File: config.mk
export PLATFORM = sky130hd
export DESIGN_NAME = player_controller
export DESIGN_NICKNAME = d
export VERILOG_FILES = /design/src/rtl/player_controller.sv
export SDC_FILE = /design/constraint.sdc
export NUM_CORES = 1
export LEC_CHECK = 0
export ABC_AREA = 1
export BUFFER_PORTS_ARGS = -buffer_cell sky130_fd_sc_hd__buf_2
export CAP_MARGIN = 20
export CORE_MARGIN = 3
export CORE_UTILIZATION = 50
export CTS_CLUSTER_DIAMETER = 80
export DETAILED_ROUTE_END_ITERATION = 6
export PLACE_DENSITY_LB_ADDON = 0.25
export SETUP_SLACK_MARGIN = 0.02
export SYNTH_ARGS = -nofsm -noshare
export SYNTH_HDL_FRONTEND = slang
export SYNTH_SLANG_ARGS = --single-unit
export TNS_END_PERCENT = 1
File: constraint.sdc
create_clock -name clk -period 2.2 [get_ports clk]
set_clock_uncertainty 0.05 [all_clocks]
set_input_delay 0.33 -clock clk [delete_from_list [all_inputs] [get_ports clk]]
set_output_delay 0.33 -clock clk [all_outputs]
set_load 0.05 [all_outputs]
File: src/rtl/player_controller.sv
// Per-player fighter FSM: buttons and incoming hits become a movement/attack
// state, a clamped screen position and remaining health, gated by game_state.
module player_controller #(
  parameter int START_X        = 100,
  parameter int SPEED          = 2,
  parameter int X_MIN          = 0,
  parameter int X_MAX          = 600,
  parameter int WINDUP_FRAMES  = 6,
  parameter int ACTIVE_FRAMES  = 4,
  parameter int RECOVER_FRAMES = 8,
  parameter int HITSTUN_FRAMES = 15,
  parameter int MAX_HEALTH     = 3
) (
  input  logic       clk,
  input  logic       reset,
  input  logic [2:0] game_state,
  input  logic       btn_left,
  input  logic       btn_right,
  input  logic       btn_attack,
  input  logic       btn_block,
  input  logic       hit_in,
  output logic [2:0] player_state,
  output logic [2:0] player_health,
  output logic [9:0] position,
  output logic       attack_active
);

  typedef enum logic [2:0] {
    IDLE    = 3'd0,
    MOVE_L  = 3'd1,
    MOVE_R  = 3'd2,
    WINDUP  = 3'd3,
    ATTACK  = 3'd4,
    RECOVER = 3'd5,
    BLOCK   = 3'd6,
    HITSTUN = 3'd7
  } state_t;

  state_t      r_state, w_state_n;
  logic [4:0]  r_cnt, w_cnt_n;
  logic [2:0]  r_health, w_health_n;
  logic [9:0]  r_pos, w_pos_n;
  logic [10:0] w_pos_l, w_pos_r;
  state_t      w_free_n;

  always_ff @(posedge clk or posedge reset) begin
    if (reset) begin
      r_state  <= IDLE;
      r_cnt    <= '0;
      r_health <= 3'(MAX_HEALTH);
      r_pos    <= 10'(START_X);
    end else begin
      r_state  <= w_state_n;
      r_cnt    <= w_cnt_n;
      r_health <= w_health_n;
      r_pos    <= w_pos_n;
    end
  end

  // Movement is computed at 11 bits so clamping never sees a wrapped value.
  always_comb begin
    w_pos_l = {1'b0, r_pos} - 11'(SPEED);
    w_pos_r = {1'b0, r_pos} + 11'(SPEED);
    if ({1'b0, r_pos} < 11'(X_MIN + SPEED)) w_pos_l = 11'(X_MIN);
    if (w_pos_r > 11'(X_MAX))               w_pos_r = 11'(X_MAX);
  end

  always_comb begin
    w_free_n = IDLE;
    if (btn_attack)                  w_free_n = WINDUP;
    else if (btn_block)              w_free_n = BLOCK;
    else if (btn_left && !btn_right) w_free_n = MOVE_L;
    else if (btn_right && !btn_left) w_free_n = MOVE_R;
  end

  always_comb begin
    w_state_n  = r_state;
    w_cnt_n    = r_cnt;
    w_health_n = r_health;
    w_pos_n    = r_pos;
    if (game_state != 3'd2) begin
      w_state_n = IDLE;
      w_cnt_n   = '0;
      if (game_state == 3'd1) begin
        w_health_n = 3'(MAX_HEALTH);
        w_pos_n    = 10'(START_X);
      end
    end else if (r_health == 3'd0) begin
      w_state_n = IDLE;
      w_cnt_n   = '0;
    end else begin
      if (r_state == MOVE_L) w_pos_n = w_pos_l[9:0];
      if (r_state == MOVE_R) w_pos_n = w_pos_r[9:0];
      if (hit_in && r_state != BLOCK && r_state != HITSTUN) begin
        w_health_n = r_health - 3'd1;
        w_state_n  = HITSTUN;
        w_cnt_n    = '0;
      end else begin
        w_cnt_n = r_cnt + 5'd1;
        unique case (r_state)
          WINDUP:  if (r_cnt == 5'(WINDUP_FRAMES - 1))  begin w_state_n = ATTACK;  w_cnt_n = '0; end
          ATTACK:  if (r_cnt == 5'(ACTIVE_FRAMES - 1))  begin w_state_n = RECOVER; w_cnt_n = '0; end
          RECOVER: if (r_cnt == 5'(RECOVER_FRAMES - 1)) begin w_state_n = IDLE;    w_cnt_n = '0; end
          HITSTUN: if (r_cnt == 5'(HITSTUN_FRAMES - 1)) begin w_state_n = IDLE;    w_cnt_n = '0; end
          default: begin
            w_cnt_n   = '0;
            w_state_n = (r_state == BLOCK && hit_in) ? BLOCK : w_free_n;
          end
        endcase
      end
    end
  end

  assign player_state  = r_state;
  assign player_health = r_health;
  assign position      = r_pos;
  assign attack_active = (r_state == ATTACK);

endmodule
# Word-level counts from Yosys, hierarchy flattened
# Cells that the tools add are included.
# Widths: inputs -> output; s select.
classes:
  add_sub_neg: 4
  n_lt_le_gt_ge: 2
  eq_ne: 21
  mux: 32
  reduce_logical: 13
op_table:
  columns: ["operator", "count"]
  rows:
  - ["$mux 10", 7]
  - ["$mux 3", 14]
  - ["$mux 5", 7]
  - ["$pmux 5 s4", 1]
  - ["$ne 5x5->1 const B", 3]
  - ["$eq 3x3->1 const B", 4]
  - ["$pmux 3 s4", 1]
  - ["$add 10x2->11 const B", 1]
  - ["$gt 11x10->1 const B", 1]
  - ["$eq 5x3->1 const B", 2]
  - ["$lt 10x2->1 const B", 1]
  - ["$sub 10x2->10 const B", 1]
  - ["$eq 3x1->1 const B", 2]
  - ["$eq 3x2->1 const B", 2]
  - ["$ne 3x3->1 const B", 2]
  - ["$reduce_and 3->1", 2]
  - ["$add 5x1->5 const B", 1]
  - ["$eq 5x2->1 const B", 1]
  - ["$eq 5x4->1 const B", 1]
  - ["$logic_and 1x1->1", 5]
  - ["$ne 5x1->1 const B", 1]
  - ["$mux 2", 2]
  - ["$reduce_and 4->1", 1]
  - ["$logic_not 3->1", 1]
  - ["7 further kinds", 8]
totals:
  regBits: 21

# Depth between registers and ports, before layout
# Gate-level depths: netlist (run 1).
depth:
  word_depth: 11
  mapped_depth: 14

# Least setup slack after synthesis (run 1)
# OpenSTA, ideal clock, no wires.
synth_timing:
  path_kind: "register to register"
  start: "reg r_state[1], in the netlist player_state[1]"
  end: "reg r_state[1], in the netlist player_state[1]"
  t_arrival_ns: 2.181
  t_required_ns: 2.073
  slack_ns: -0.109
  path_stages_with_launch: 9
  n_path_buf: 0
  synth_period_minus_slack_ns: 2.309
  cell_sequence: "dfrtp_1 inv_1 nand2_1 nor2_1 o2bb2ai_1 nor2_1 nor2_4 inv_2 o21ai_1"
synth_via:
  word_cells_on_any_way: 20
  cone_classes: "11 x eq/ne; 5 x mux; 4 x reduce/logical"
synth_lines:
  columns: ["element", "line", "text"]
  rows:
  - ["from (decl)", "39", "state_t r_state, w_state_n;"]
  - ["from (signal assigned)", "53", "r_state <= w_state_n;"]
  - ["$eq 3x3->1 (*)", null, null]
  - ["via attack_active", "25", "output logic attack_active"]
  - ["$pmux 3 s4", "100", "unique case (r_state)"]
  - ["$mux 3", "94", "if (hit_in && r_state != BLOCK && r_state != HITSTUN) begin"]
  - ["$mux 3", "88", "end else if (r_health == 3'd0) begin"]
  - ["$mux 3", "81", "if (game_state != 3'd2) begin"]
# The timed path passes the listed nets; every way through them passes the cells marked *.
# A chain may end at the register's enable or synchronous reset.

# Worst setup path in the final report (run 1)
layout_timing:
  start: "reg r_pos[2], in the netlist position[2]"
  end: "reg r_pos[1], in the netlist position[1]"
layout_via:
  elab_chain_len: 6
  word_cells_on_any_way: 9
  cone_classes: "1 x add/sub; 2 x order compare; 6 x mux"
layout_rtl:
  columns: ["element", "line", "text"]
  rows:
  - ["from (decl)", "42", "logic [9:0] r_pos, w_pos_n;"]
  - ["from (signal assigned)", "51", "r_pos <= 10'(START_X);"]
  - ["from (signal assigned)", "56", "r_pos <= w_pos_n;"]
  - ["$add 10x2->11 or $lt 10x2->1 (tied branches)", "63, 64", null]
  - ["$gt 11x10->1 or $mux 10 (tied branches)", "65, 64", null]
  - ["$mux 10, on equally long branches", "65, 92", null]
  - ["$mux 10 (*)", "93", "if (r_state == MOVE_R) w_pos_n = w_pos_r[9:0];"]
  - ["$mux 10 (*)", "88", null]
  - ["$mux 10 (*)", "81", null]
# Every way passes the cells marked *; elsewhere a longest branch is shown, timed or not. The select of a mux whose other input is x is not followed.

==> qor.yml, run 1 <==
r2r_slack_ps: 260
synthArstFlopShare: 1.00
antenna_found_initial: 0
clock_path_buffers: 2
crit_fanout: 7
gp_congestion: 0.950
via_count: 1731
cts_hold_buffers: 0
grt_pass1_vias: 1442
post_cts_buffers: 0
clkLatencyLatePin_ps: 310
routed_wl_um: 3800
firstDrtPassIters: 4
tns_ps: 0
num_io_pins: 27
drtAntennaViolNets: 0
crit_required_ps: 2370
critPathCaptureType: "flop"
cts_buffers: 3
ys.flop_type: "dfrtp_1"
synth_edf_count: 0
yosys_warnings: 0
slew_headroom: 0.515
ys_top_cells_by_count: "nand2_1, nor2_1, inv_1"
slew_violations: 0
fp.coreArea_um2: 3150
crit_type: "reg -> reg"
yosys.area.top_type: "dfrtp_1"
seq_area_frac_synth: 0.297
die_area_um2: 4150
power_uw: 979
fmax_mhz: 516
clock-sinks: 20
cap_violations: 0
fillers: 330
preCtsSetupSlack_ps: 265
finalCritPeriodShare: 0.880
dieWidth_um: 64.4
ys_ff_latch: 20
cp.arrival_ps: 2100
drc: 0
grt_max_degree: 21
post_drt_wl_per_cell_um: 11.5
yosysMostFrequentCell: "nand2_1"
clk_transition_reported_paths_ps: 120
die_h_um: 64.4
dp_hpwl_um: 3000
grt_pass1_wl_um: 6500
synthCells: 259
io_buffers: 25
antennaDiodeCount: 0
power.leakage_uw: 0.000987
cts_tree: "built"
root_buffer: "clkbuf_4"
start_util: 0.541
layout-drive-gt1-share: 0.186
status: "finished clean"
min_period_ps: 1940
ys_types: 36
core.rowCount: 20
avgSynthCellArea_um2: 6.58
utilization: 0.610
worst_slack_ps: 263
grt_setup_unrepaired: "no"
overflow: 0
worstMarginPinSlew_ps: 727
synth_top_area_frac: 0.220
syn_area_um2: 1710
finalNetCount: 303
first_iter_violations: 105
grt_usage: 0.193
h-tree-depth: 1
worst_ir_drop_vdd_v: 0.000430
setup_violations: 0
drt-vias-per-instance: 5.26
synthTopCellsByArea: "dfrtp_1, nand2_1, nand3_1"
p_per_area_nw_per_um2: 509
area_growth_pct: 12.7
final-hold-violation-count: 0
crit_path_start_kind: "flop"
synth_nets: 276
worstHoldPathType: "in -> async"
[cell type report]
type	count	area, um2	share of cell area
tap	44	55.1	0.0286
multi-input combinational	200	1040	0.543
sequential	20	507	0.264
inverter	35	131	0.0684
clock inverter	1	30.0	0.0156
timing repair buffer	26	133	0.0690
clock buffer	3	22.5	0.0117
[cells by family after synthesis]
| group | count (synthesis) | share of synthesized area |
|---|---|---|
| other | 1 | 0.00220 |
| flip-flops | 20 | 0.297 |
| buffers and inverters | 39 | 0.0939 |
| XOR/XNOR | 6 | 0.0308 |
| AO/OA/AOI/OAI | 27 | 0.0895 |
| adder cells (fa/ha/maj) | 7 | 0.0514 |
| AND/OR/NAND/NOR | 159 | 0.435 |
[state kept, by name, summed over array words and instances, names as in the netlist]
signal,count
player_state,3
r_cnt,5
position,9
player_health,3
[through the flow]
stage / cell area (um2) / std cells / hold WS (ps)
after global routing: 1920 / 329 / 106
after global placement: 1870 / 325 / 446
after floorplan: 1710 / 259 / 240
final: 1920 / 329 / 68.8
after CTS: 1920 / 329 / 98.9
after detailed placement: 1870 / 325 / 444
[metal layers]
metal	vias to the layer above	share of wire	track usage	wire, um
met1	783	0.49	0.286	1850
li1	888	-	-	-
met4	0	0.0095	0.0343	36
met2	56	0.45	0.291	1700
met3	4	0.054	0.0404	205
met5	-	0	0	0
[worst paths after layout]
check,from,to,cells after the start
min in group clk,game_state[2],player_state[1],4
max in group asynchronous,reset,player_state[0],2
hold reg to reg,player_health[1],player_health[1],2
setup / recovery,position[2],position[1],10
hold / removal,reset,r_cnt[1],2
setup reg to reg,position[2],position[1],10
[cells in the final DEF (no fill, tap or decap), types with 2 or more instances in the layout]
cell      count
clkbuf_4      3
ha_1          6
a21oi_1       8
nor2_1       36
nand3_2       2
nand4_1       7
nand3_1      29
nand3b_1      2
o21ai_1       3
inv_2         2
inv_1        32
nand2_2       3
nor2_2        2
xor2_1        5
nand2_1      66
buf_2        25
dfstp_2       5
nor3_1        5
dfrtp_1      15
o21ai_0      10
o21ai_2       2
[power by group]
group / leakage [uW] / switching (uW) / internal (uW) / total [uW]
registers: 0.000260 / 26.9 / 393 / 420
clock network: 0.0000279 / 117 / 184 / 301
logic: 0.000698 / 187 / 70.0 / 257
total: 0.000987 / 331 / 647 / 979
[critical path, stage by stage (launching register included)]
cell     delay (ps)
dfstp_2         600
ha_2            210
nand2_1          90
nor2_1          160
nand3_1         130
xor2_1          190
nand2_2          90
nand2_1         100
nand2_1          90
nand2_1          80
nand2_1          50
[timing repair]
action / 4_1_cts / 5_1_grt
setup endpoints to repair: 0 / 2
resized for setup: 0 / 1
hold endpoints to repair: 0 / 0
Note: power is estimated with default switching activity, not from simulation.
==> run 2, diff against run 1 <==
--- a/config.mk
+++ b/config.mk
@@ -9,7 +9,7 @@
 export BUFFER_PORTS_ARGS = -buffer_cell sky130_fd_sc_hd__buf_2
 export CAP_MARGIN = 20
 export CORE_MARGIN = 3
-export CORE_UTILIZATION = 50
+export CORE_UTILIZATION = 29
 export CTS_CLUSTER_DIAMETER = 80
 export DETAILED_ROUTE_END_ITERATION = 6
 export PLACE_DENSITY_LB_ADDON = 0.25
==> qor.yml, run 2 (same netlist as run 1, synthesis figures left out) <==
min_period_ps: 2000  # +59.4 ps
fmax_mhz: 501  # -3.0%
final_cell_mix: "nand2_1, nor2_1, inv_1"
cp_cell_sequence: "ha_1, nand2_1, nor2_1, nand3_1, xor2_1, nand2_2, nand2_1, nand2_1, nand2_1, nand2_1"
io_buffers: 25  # unchanged
slowest_stage: "dfstp_2"
drt-vias-per-instance: 4.78  # -9.1%
mostFrequentLayoutCell: "nand2_1"
antennaDiodeCount: 0  # unchanged
grt_pass1_wl_um: 7410  # +14%
cp_num_cells: 10  # unchanged
cpPeakStageDelay_ps: 600  # about the same
gp_congestion: 0.877  # -7.7%
cpLargestDelayFamily: "simple AND/OR/NAND/NOR gates"
grt_usage: 0.136  # -0.0569
cts_resized: 0  # unchanged
preCtsSetupSlack_ps: 243  # -22.6 ps
root_buffer: "clkbuf_8"
start_util: 0.304  # -0.237
cts_tree: "built"
grt_max_degree: 21  # unchanged
slew_violations: 0  # unchanged
first_iter_violations: 86  # -18%
cts_buffers: 3  # unchanged
die_area_um2: 6840  # +65%
final-hold-violation-count: 0  # unchanged
power.leakage_uw: 0.000997  # +1.1%
dp_hpwl_um: 3290  # +9.7%
drc: 0  # unchanged
area_growth_pct: 15.5
crit_path_start_kind: "flop"
met3_usage: 0.0152  # -0.0252
antenna_found_initial: 0  # unchanged
num_io_pins: 27  # unchanged
reg2reg_depth: 10  # unchanged
crit_required_ps: 2300  # -70 ps
fp.coreArea_um2: 5610  # +78%
largest_reg_flops: 9  # unchanged
firstDrtPassIters: 4  # unchanged
critPathLaunch: "position[2]"
status: "finished clean"
grtUsageMet2: 0.223  # -0.0685
hold_slack_ps: 43.5  # -25.3 ps
tns_ps: 0  # unchanged
worstHoldPathType: "in -> async"
dieWidth_um: 82.7  # +28%
post_drt_wl_per_cell_um: 11.6  # +0.40%
crit_top_cell: "nand2_1"
finalNetCount: 306  # +0.99%
setup_violations: 0  # unchanged
cp.arrival_ps: 2100  # about the same
reg2reg_from: "position[2]"
cts_hold_buffers: 0  # unchanged
p_per_area_nw_per_um2: 472  # -7.2%
cap_violations: 0  # unchanged
clock_path_buffers: 2  # unchanged
grt_pass1_vias: 1656  # +15%
crit_type: "reg -> reg"
drtAntennaViolNets: 0  # unchanged
layout-drive-gt1-share: 0.188  # +0.00154
overflow: 0  # unchanged
grt-busiest-layer: "met2"
worst_slack_ps: 204  # -59.4 ps
die_h_um: 82.7  # +28%
worst_ir_drop_vdd_v: 0.000186  # -57%
critPathCaptureType: "flop"
clkLatencyLatePin_ps: 250  # -60 ps
clock-sinks: 20  # unchanged
core.rowCount: 27  # +35%
post_cts_buffers: 0  # unchanged
crit_buf_inv: 0  # unchanged
crit_fanout: 7  # unchanged
h-tree-depth: 1  # unchanged
routed_wl_um: 4170  # +9.9%
finalCritPeriodShare: 0.907  # +0.0270
grt_setup_unrepaired: "no"
met1_usage: 0.187  # -0.0990
clk_transition_reported_paths_ps: 70  # -50 ps
via_count: 1722  # -0.52%
[run 2: changes by cell type in the layout (fill, tap and decap cells not counted), sizes merged]
| cell | previous run | this run |
|---|---|---|
| clkbuf | 3 | 4 |
| bufinv | 1 | 0 |
| buf | 26 | 29 |
[run 2: layout make-up]
cell class                 instances  area, um2
sequential                        20        507
clock buffer                       4       45.0
timing repair buffer              29        155
inverter                          35        131
tap                               72       90.1
multi-input combinational        200       1040
fill                             649       3640
[run 2: per-stage QoR]
stage | cells | util | power [uW] | area, um2
floorplan | 259 | - | 626 | 1710
global placement | 356 | 0.343 | 694 | 1920
detailed placement | 356 | 0.343 | 695 | 1920
CTS | 360 | 0.351 | 948 | 1970
global route | 360 | 0.351 | 1000 | 1970
finish | 360 | 0.351 | 930 | 1970
[run 2: report_power, final]
part	internal [uW]	switching [uW]
sequential	393	28.4
combinational	73.3	191
clock	129	115
total	595	335
[run 2: path summary, 6_finish.rpt]
| kind | endpoint | slack [ps] |
|---|---|---|
| min in group clk | player_state[2] | 380 |
| max in group asynchronous | position[5] | 1780 |
| setup reg to reg | position[7] | 200 |
| hold reg to reg | r_cnt[0] | 460 |
| setup / recovery | position[7] | 200 |
| hold / removal | player_state[0] | 40 |
[run 2: per-layer routing]
layer  vias up  share of wire
met3         4          0.071
met4         0         0.0060
met2        64           0.45
met1       765           0.47
li1        889              -
met5         -              0
[run 2: worst register-to-register path: cells and delay by family (launching register included)]
kind	cells	cell delay, ps
xor+xnor	1	200
fa+ha+maj	1	220
flops	1	600
simple gates	8	830
